**src/rtl/best_neighbor_scan.sv**
```systemverilog
// Q-table scanner: walks N three-word entries and tracks fp16 minima of own Q and advertised value.
// Optional BEST_SKIP_SELF_EN: entries carrying this node's own ID never win either minimum.
module best_neighbor_scan #(
  parameter int MAX_NEIGHBORS = 8,
  parameter int ADDR_WIDTH    = 10,
  parameter int WORD_WIDTH    = 16
) (
  input  logic                  clock,
  input  logic                  nreset,
  input  logic                  start,
  input  logic [3:0]            num_neighbors,
  input  logic [ADDR_WIDTH-1:0] table_base,
  input  logic [WORD_WIDTH-1:0] MY_NODE_ID,
  output logic                  mem_rd_en,
  output logic [ADDR_WIDTH-1:0] mem_addr,
  input  logic [WORD_WIDTH-1:0] mem_data_in,
  output logic                  busy,
  output logic                  done,
  output logic [WORD_WIDTH-1:0] _mybest,
  output logic [WORD_WIDTH-1:0] _besthop,
  output logic [WORD_WIDTH-1:0] _bestvalue,
  output logic [WORD_WIDTH-1:0] _bestneighborID
);

  localparam logic [3:0]            MAX_N   = 4'(MAX_NEIGHBORS);
  localparam logic [WORD_WIDTH-1:0] POS_INF = WORD_WIDTH'(16'h7C00);

  typedef enum logic [2:0] {
    S_IDLE, S_RD_ID, S_RD_Q, S_RD_ADV, S_UPDATE, S_DONE
  } state_t;

  state_t                state_q, state_d;
  logic [3:0]            n_q, n_d;
  logic [3:0]            idx_q, idx_d;
  logic [ADDR_WIDTH-1:0] addr_q, addr_d;
  logic [WORD_WIDTH-1:0] id_q, id_d;
  logic [WORD_WIDTH-1:0] qv_q, qv_d;
  logic [WORD_WIDTH-1:0] min_own_q, min_own_d;
  logic [WORD_WIDTH-1:0] own_id_q, own_id_d;
  logic [WORD_WIDTH-1:0] min_adv_q, min_adv_d;
  logic [WORD_WIDTH-1:0] adv_id_q, adv_id_d;
  logic [WORD_WIDTH-1:0] mybest_q, mybest_d;
  logic [WORD_WIDTH-1:0] besthop_q, besthop_d;
  logic [WORD_WIDTH-1:0] bestvalue_q, bestvalue_d;
  logic [WORD_WIDTH-1:0] bestnid_q, bestnid_d;
  logic [3:0]            n_clamped;
  logic                  eligible;

  // Strict fp16 a < b; +0 and -0 compare equal, NaN handled by bit pattern.
  function automatic logic fp_lt(input logic [WORD_WIDTH-1:0] a, input logic [WORD_WIDTH-1:0] b);
    if (a[WORD_WIDTH-1] != b[WORD_WIDTH-1])
      return a[WORD_WIDTH-1] && !((a[WORD_WIDTH-2:0] == '0) && (b[WORD_WIDTH-2:0] == '0));
    else if (!a[WORD_WIDTH-1])
      return a[WORD_WIDTH-2:0] < b[WORD_WIDTH-2:0];
    else
      return a[WORD_WIDTH-2:0] > b[WORD_WIDTH-2:0];
  endfunction

  assign n_clamped = (num_neighbors > MAX_N) ? MAX_N : num_neighbors;

`ifdef BEST_SKIP_SELF_EN
  assign eligible = (id_q != MY_NODE_ID);
`else
  assign eligible = 1'b1;
`endif

  always_comb begin
    state_d     = state_q;
    n_d         = n_q;
    idx_d       = idx_q;
    addr_d      = addr_q;
    id_d        = id_q;
    qv_d        = qv_q;
    min_own_d   = min_own_q;
    own_id_d    = own_id_q;
    min_adv_d   = min_adv_q;
    adv_id_d    = adv_id_q;
    mybest_d    = mybest_q;
    besthop_d   = besthop_q;
    bestvalue_d = bestvalue_q;
    bestnid_d   = bestnid_q;
    case (state_q)
      S_IDLE: begin
        if (start) begin
          n_d       = n_clamped;
          idx_d     = '0;
          min_own_d = POS_INF;
          own_id_d  = MY_NODE_ID;
          min_adv_d = POS_INF;
          adv_id_d  = MY_NODE_ID;
          if (n_clamped != '0) begin
            state_d = S_RD_ID;
            addr_d  = table_base;
          end else begin
            state_d = S_DONE;
          end
        end
      end
      S_RD_ID: begin
        state_d = S_RD_Q;
        addr_d  = addr_q + 1'b1;
      end
      S_RD_Q: begin
        id_d    = mem_data_in;
        state_d = S_RD_ADV;
        addr_d  = addr_q + 1'b1;
      end
      S_RD_ADV: begin
        qv_d    = mem_data_in;
        state_d = S_UPDATE;
      end
      S_UPDATE: begin
        if (eligible && fp_lt(qv_q, min_own_q)) begin
          min_own_d = qv_q;
          own_id_d  = id_q;
        end
        if (eligible && fp_lt(mem_data_in, min_adv_q)) begin
          min_adv_d = mem_data_in;
          adv_id_d  = id_q;
        end
        idx_d = idx_q + 4'd1;
        if (idx_d == n_q) begin
          state_d = S_DONE;
        end else begin
          state_d = S_RD_ID;
          addr_d  = addr_q + 1'b1;
        end
      end
      S_DONE:  state_d = S_IDLE;
      default: state_d = S_IDLE;
    endcase
    // Publish on entry to DONE so results are already stable while done is high.
    if (state_d == S_DONE) begin
      mybest_d    = min_own_d;
      besthop_d   = own_id_d;
      bestvalue_d = min_adv_d;
      bestnid_d   = adv_id_d;
    end
  end

  always_ff @(posedge clock) begin
    if (!nreset) begin
      state_q     <= S_IDLE;
      n_q         <= '0;
      idx_q       <= '0;
      addr_q      <= '0;
      id_q        <= '0;
      qv_q        <= '0;
      min_own_q   <= POS_INF;
      own_id_q    <= '0;
      min_adv_q   <= POS_INF;
      adv_id_q    <= '0;
      mybest_q    <= POS_INF;
      besthop_q   <= '0;
      bestvalue_q <= POS_INF;
      bestnid_q   <= '0;
    end else begin
      state_q     <= state_d;
      n_q         <= n_d;
      idx_q       <= idx_d;
      addr_q      <= addr_d;
      id_q        <= id_d;
      qv_q        <= qv_d;
      min_own_q   <= min_own_d;
      own_id_q    <= own_id_d;
      min_adv_q   <= min_adv_d;
      adv_id_q    <= adv_id_d;
      mybest_q    <= mybest_d;
      besthop_q   <= besthop_d;
      bestvalue_q <= bestvalue_d;
      bestnid_q   <= bestnid_d;
    end
  end

  assign mem_rd_en       = (state_q == S_RD_ID) || (state_q == S_RD_Q) || (state_q == S_RD_ADV);
  assign mem_addr        = addr_q;
  assign busy            = (state_q != S_IDLE);
  assign done            = (state_q == S_DONE);
  assign _mybest         = mybest_q;
  assign _besthop        = besthop_q;
  assign _bestvalue      = bestvalue_q;
  assign _bestneighborID = bestnid_q;

endmodule

```
**config.mk**
```make
export PLATFORM = sky130hd
export DESIGN_NAME = best_neighbor_scan
export DESIGN_NICKNAME = d
export VERILOG_FILES = /design/src/rtl/best_neighbor_scan.sv
export SDC_FILE = /design/constraint.sdc
export NUM_CORES = 1
export LEC_CHECK = 0
export ABC_AREA = 0
export CAP_MARGIN = 20
export CORE_ASPECT_RATIO = 1.2
export CORE_MARGIN = 8
export CORE_UTILIZATION = 59
export CTS_CLUSTER_DIAMETER = 100
export DETAILED_ROUTE_END_ITERATION = 8
export PLACE_DENSITY = 0.93
export REMOVE_ABC_BUFFERS = 1
export SYNTH_ARGS = -nofsm -noshare
export SYNTH_HDL_FRONTEND = slang
export SYNTH_SLANG_ARGS = --single-unit
```
**constraint.sdc**
```tcl
create_clock -name clock -period 4.2 [get_ports clock]
set_input_delay 0.84 -clock clock [delete_from_list [all_inputs] [get_ports clock]]
set_output_delay 0.84 -clock clock [all_outputs]
set_load 0.005 [all_outputs]
```
Word-level counts from Yosys, hierarchy flattened --
Cells that the tools add are included. Widths: inputs -> output; s select.
Word-level totals: flip-flop bits (word level) 181, bits in latches 0, RAM bits 0, memory bits (read-only) 0, input port bits 49, output and inout port bits 77, logic and storage cells 83, memories 0
Operators by class: add/subtract/negate cells 2, multiply operators 0, divide/modulo/power cells 0, $lt $le $gt $ge 5, equality and inequality tests 12, shift operators 0, muxes and demuxes 29, bitwise operators 0, reductions and logical operators 21
Operators by type and width (count):
- $mux 16 | 8
- $pmux 16 s2 | 4
- $logic_not 15->1 | 4
- $gt 15x15->1 | 2
- $lt 15x15->1 | 2
- $mux 10 | 3
- $pmux 10 s3 | 1
- $pmux 3 s5 | 1
- $add 10x1->10 const B | 1
- $eq 3x3->1 const B | 3
- $mux 3 | 3
- $mux 4 | 2
- $pmux 4 s2 | 1
- $eq 3x2->1 const B | 2
- $mux 1 | 6
- $ne 2x2->1 const B | 3
- $reduce_bool 3->1 | 2
- $add 4x1->4 const B | 1
- $eq 4x4->1 | 1
- $gt 4x4->1 const B | 1
- $logic_and 1x1->1 | 4
- $reduce_and 2->1 | 2
- $reduce_and 4->1 | 1
- $reduce_bool 4->1 | 1
- 7 further kinds | 10

Depth between registers and ports, before layout --
depth after elaboration 8, gate-level depth with buffers 11

Worst setup path before layout --
OpenSTA, ideal clock, no wires.
path type input -> register, start point input mem_data_in[9], end point register min_adv_q[1], library setup time 0.120 ns, arrival time 2.816 ns, data required time 4.080 ns, path slack 1.265 ns, stages 8, path through ha_1 > a21oi_1 > o221ai_2 > a2111oi_2 > a211oi_4 > a32oi_2 > and3b_1 > o31a_1
On the way: cells in the longest elaborated chain, start to end 8, elaborated cells on any way between the ends 11, those cells by class order compare (2); mux (5); reduce/logical (4)
RTL lines:
- start, declared | RTL line 16 | input logic [WORD_WIDTH-1:0] mem_data_in,
- branches (longest 4 deep; another with $lt 15x15->1)
- $mux 1 (*) | RTL line 51 | if (a[WORD_WIDTH-1] != b[WORD_WIDTH-1])
- $mux 1 (*) | RTL line 82 | case (state_q)
- $mux 16 (*) | RTL line 117 | if (eligible && fp_lt(mem_data_in, min_adv_q)) begin
- $pmux 16 s2 (*) | RTL line 82
- end signal, assigned | RTL line 166 | min_adv_q <= min_adv_d;
- end, declared | RTL line 40 | logic [WORD_WIDTH-1:0] min_adv_q, min_adv_d;
Mark *: on every way between the ends. The select of a mux whose other input is x is not followed. A chain may end at the register's enable or synchronous reset.

Final worst setup path --
start point input mem_data_in[13], end point register adv_id_q[11]
On the way: cells in the longest elaborated chain, start to end 8, elaborated cells on any way between the ends 11, those cells by class order compare (2); mux (5); reduce/logical (4)
RTL lines:
- branches (longest 4 deep; another with $lt 15x15->1)
- $mux 1 (*) | RTL line 51
- $mux 1 (*) | RTL line 82
- $mux 16 (*) | RTL line 117
- $pmux 16 s2 (*) | RTL line 82
- end signal, assigned | RTL line 167 | adv_id_q <= adv_id_d;
- end, declared | RTL line 41 | logic [WORD_WIDTH-1:0] adv_id_q, adv_id_d;
Marked as above.

==> flow_summary.ini <==
[clock_network]
cts_hold_repair.buffers = 0
clk_pin_slew_ps = 60
cts_repair_resize_count = 0
cts.sink_count = 181
cts_made_buffers = 17
cts_setup_buffers = 0
clk_latency_ps = 440
clock_path_buffers = 2
ctsRootBufferMaster = clkbuf_16
htreeDepth = 4
tritoncts = yes

[critical_path]
worst_setup_path_start_kind = primary input
critical_path_peak_fanout = 15
cp_slowest_stage_delay_ps = 540
worst_ep_required_time_ps = 4490
critical_path_class = primary input to flip-flop
path_cells = clkdlybuf4s50_1 > ha_1 > nand3_1 > nor3_1 > o31ai_2 > a211oi_4 > buf_4 > mux2i_1 > o221a_2 > nor2_1
worstPathArrival_ps = 3640
endpoint_kind = flip-flop
slowest_stage = clkdlybuf4s50_1

[timing]
fmax_mhz = 298
fin_crit_sh_pct = 79.9
worstMarginPinSlew_ps = 1040
hold_viol = 0
slew-limit-headroom_pct = 30.5
number_of_failing_setup_endpoints_in_the_final_timing_report = 0
min_period_ps = 3360
rsz0062_at_grt = no
finalSetupTns_ps = 0
final.setup_skew_ps = 10.6
slew_viol_final = 0

[power_and_ir_drop]
comb_power_share_pct = 14.7
power_density_nw_per_um2 = 379
clock_power_share_pct = 40.7
p_seq_share_pct = 44.6
sw_frac_of_total_pct = 25.8
power_report.internal_total_mw = 3.10
leakagePower_nw = 4.24
switching_component_of_the_power_mw = 1.08
max_ir_drop_vdd_uv = 298

[global_route]
grt_antenna_before_repair = 0
first_global_vias = 8515
grt_remaining_overflow = 0
pin_count_of_the_biggest_net_entering_global_routing = 95
grt_pass1_wl_mm = 42.9
grt_usage_pct = 27.7

[finish]
insertedDiodeCount = 0
area.growth.synth_to_final_pct = 23.6
share_of_the_core_filled_with_cells_in_the_final_layout_pct = 73.9
fillCellCount = 1100
nets = 1217
fraction_of_final_layout_cells_sized_beyond_drive_strength_1_pct = 9.41

[floorplanning]
initial_utilization_pct = 59.8
design.core.area_sq_um = 14900
ioPinCount = 126
width_of_the_die_microns = 128
floorplan.die_area_sq_um = 19300
rows = 49
fp.dieH_microns = 151

[synth]
number_of_flops_mapped_to_enable_cells_by_yosys = 0
dominantRegCellSynth = dfxtp_1
syn-mean-instance-area_sq_um = 8.67
postSynth.asyncResetShare_pct = 0
syn-cell-area_sq_um = 8920
yosys_register_bits = 181
postSynthCellCount = 1028
synth_cell_type_count = 63
synth-warning-count = 0
yosysSeqAreaShare_pct = 40.6

[routing]
dr_total_vias = 8553
drcViolationCount = 0
antenna_left = 0
wirelength_mm = 26.6
vias_per_cell = 6.33
drt_first_pass_iters = 7
detail_route.iter0.violations = 805
drt-wirelength-per-cell_microns = 19.7

[run_status]
status = finished, final reports clean

[placement]
portBuffers = 125
final_weighted_congestion_in_routability_driven_placement = 0.916
estimated_wirelength_of_the_detail_placed_design_mm = 18.2

[flow_run]
maxCapViolations = 0

[hold_path]
timing.hold.worst.class = flip-flop to flip-flop
[layout make-up]
| class | instances | area [sq um] | area share (%) |
|---|---|---|---|
| Clock buffer | 22 | 474 | 4.30 |
| Sequential cell | 181 | 3620 | 32.9 |
| Timing Repair Buffer | 158 | 1520 | 13.8 |
| Multi-Input combinational cell | 727 | 4800 | 43.6 |
| Inverter | 51 | 191 | 1.74 |
| Clock inverter | 9 | 150 | 1.36 |
| Tap cell | 204 | 255 | 2.32 |
[sequential cells by signal (all words and copies together) (netlist names), 16 cells and up]
signal and count:
_besthop 16, _bestneighborID 16, _bestvalue 16, _mybest 16
adv_id_q 16, id_q 16, min_adv_q 16, min_own_q 16
own_id_q 16, qv_q 16
[per-stage QoR]
| stage | instance area, sq um | setup WS [ps] | hold WS [ps] | std cells | total power [mW] |
|---|---|---|---|---|---|
| 2_1_floorplan | 8610 | 146 | 437 | 959 | 2.22 |
| 3_3_place_gp | 10400 | 568 | 446 | 1321 | 2.48 |
| 3_5_place_dp | 10400 | 476 | 451 | 1321 | 2.50 |
| 4_1_cts | 11000 | 893 | 469 | 1352 | 4.18 |
| 5_1_grt | 11000 | 705 | 478 | 1352 | 4.32 |
| 6_report | 11000 | 842 | 464 | 1352 | 4.18 |
[synthesized netlist by cell type (14+ instances only)]
cell	number	share of area (%)
o2bb2ai_1	21	2.1
nand2_1	97	4.1
and2_1	26	1.8
buf_2	15	0.84
o221a_2	14	1.8
dfxtp_1	181	41
inv_1	51	2.1
mux2i_1	46	5.2
a21oi_1	102	5.7
nor4_1	19	1.3
a21boi_0	16	1.3
a31oi_1	23	1.6
ha_1	32	4.5
a221oi_1	15	1.5
o21ai_0	64	3.6
nor2_1	65	2.7
and3_1	33	2.3
clkbuf_1	45	1.9
[power by group through the flow]
stage                     clock, mW  sequential [mW]  combinational, mW
after CTS                      1.71             1.86              0.610
after global placement            0             1.89              0.583
after global routing           1.78             1.87              0.669
final                          1.70             1.86              0.616
after floorplan                   0             1.88              0.340
after detailed placement          0             1.90              0.603
[path summary, 6_finish.rpt]
kind / from / to / slack, ps / cells past startpoint
min: _mybest[9]$_SDFFE_PN0N_ / _mybest[9]$_SDFFE_PN0N_ / 460 / 1
max: mem_data_in[13] / adv_id_q[11]$_SDFF_PN0_ / 840 / 10
min reg2reg: _mybest[9]$_SDFFE_PN0N_ / _mybest[9]$_SDFFE_PN0N_ / 460 / 1
max reg2reg: min_own_q[14]$_SDFF_PN1_ / min_own_q[10]$_SDFF_PN1_ / 910 / 9
[critical path: cells and delay by family]
family	cells	cell delay (ps)
AO/OA/AOI/OAI	3	790
adder cells (fa/ha/maj)	1	370
buffers and inverters	2	890
multiplexers	1	320
AND/OR/NAND/NOR	3	420
[routing by layer]
metal	share of wire (%)	global-route usage (%)	vias up
li1	-	-	3963
met1	39	31.2	4083
met2	49	47.4	417
met3	8.1	6.77	90
met4	4.1	15.1	0
met5	0	0	-
[cell families after synthesis]
kind of cell / Yosys count / synth area share [%]
adders and majority gates: 32 / 4.49
buffers and inverters: 120 / 5.60
AOI/OAI and AO/OA: 334 / 25.8
and+or+nand+nor: 305 / 17.3
muxes: 48 / 5.42
DFF: 181 / 40.6
xor gates and xnor gates: 8 / 0.786
[cell usage in the layout (no fill, tap or decap), drive strengths merged, types with 4 or more instances in the layout]
| cell type | Yosys | routed |
|---|---|---|
| dfxtp | 181 | 181 |
| clkdlybuf4s50 | 0 | 124 |
| a21oi | 112 | 112 |
| nand2 | 97 | 97 |
| nor2 | 66 | 66 |
| o21ai | 64 | 64 |
| inv | 51 | 51 |
| mux2i | 46 | 46 |
| buf | 24 | 34 |
| and3 | 33 | 33 |
| ha | 32 | 32 |
| and2 | 26 | 26 |
| a31oi | 23 | 23 |
| clkbuf | 45 | 22 |
| o2bb2ai | 21 | 21 |
| nor4 | 20 | 20 |
| a21boi | 17 | 17 |
| a221oi | 15 | 15 |
| o221a | 14 | 14 |
| o31a | 11 | 11 |
| a2bb2oi | 10 | 10 |
| and3b | 10 | 10 |
| nor3 | 9 | 9 |
| nand3 | 9 | 9 |
| a32o | 9 | 9 |
| nor3b | 9 | 9 |
| nand4 | 8 | 8 |
| nand3b | 7 | 7 |
| xnor2 | 6 | 6 |
| o21a | 6 | 6 |
| o32a | 5 | 5 |
| a211oi | 5 | 5 |
| a21o | 4 | 4 |
| bufinv | 0 | 4 |
Note: power is estimated with default switching activity, not from simulation.
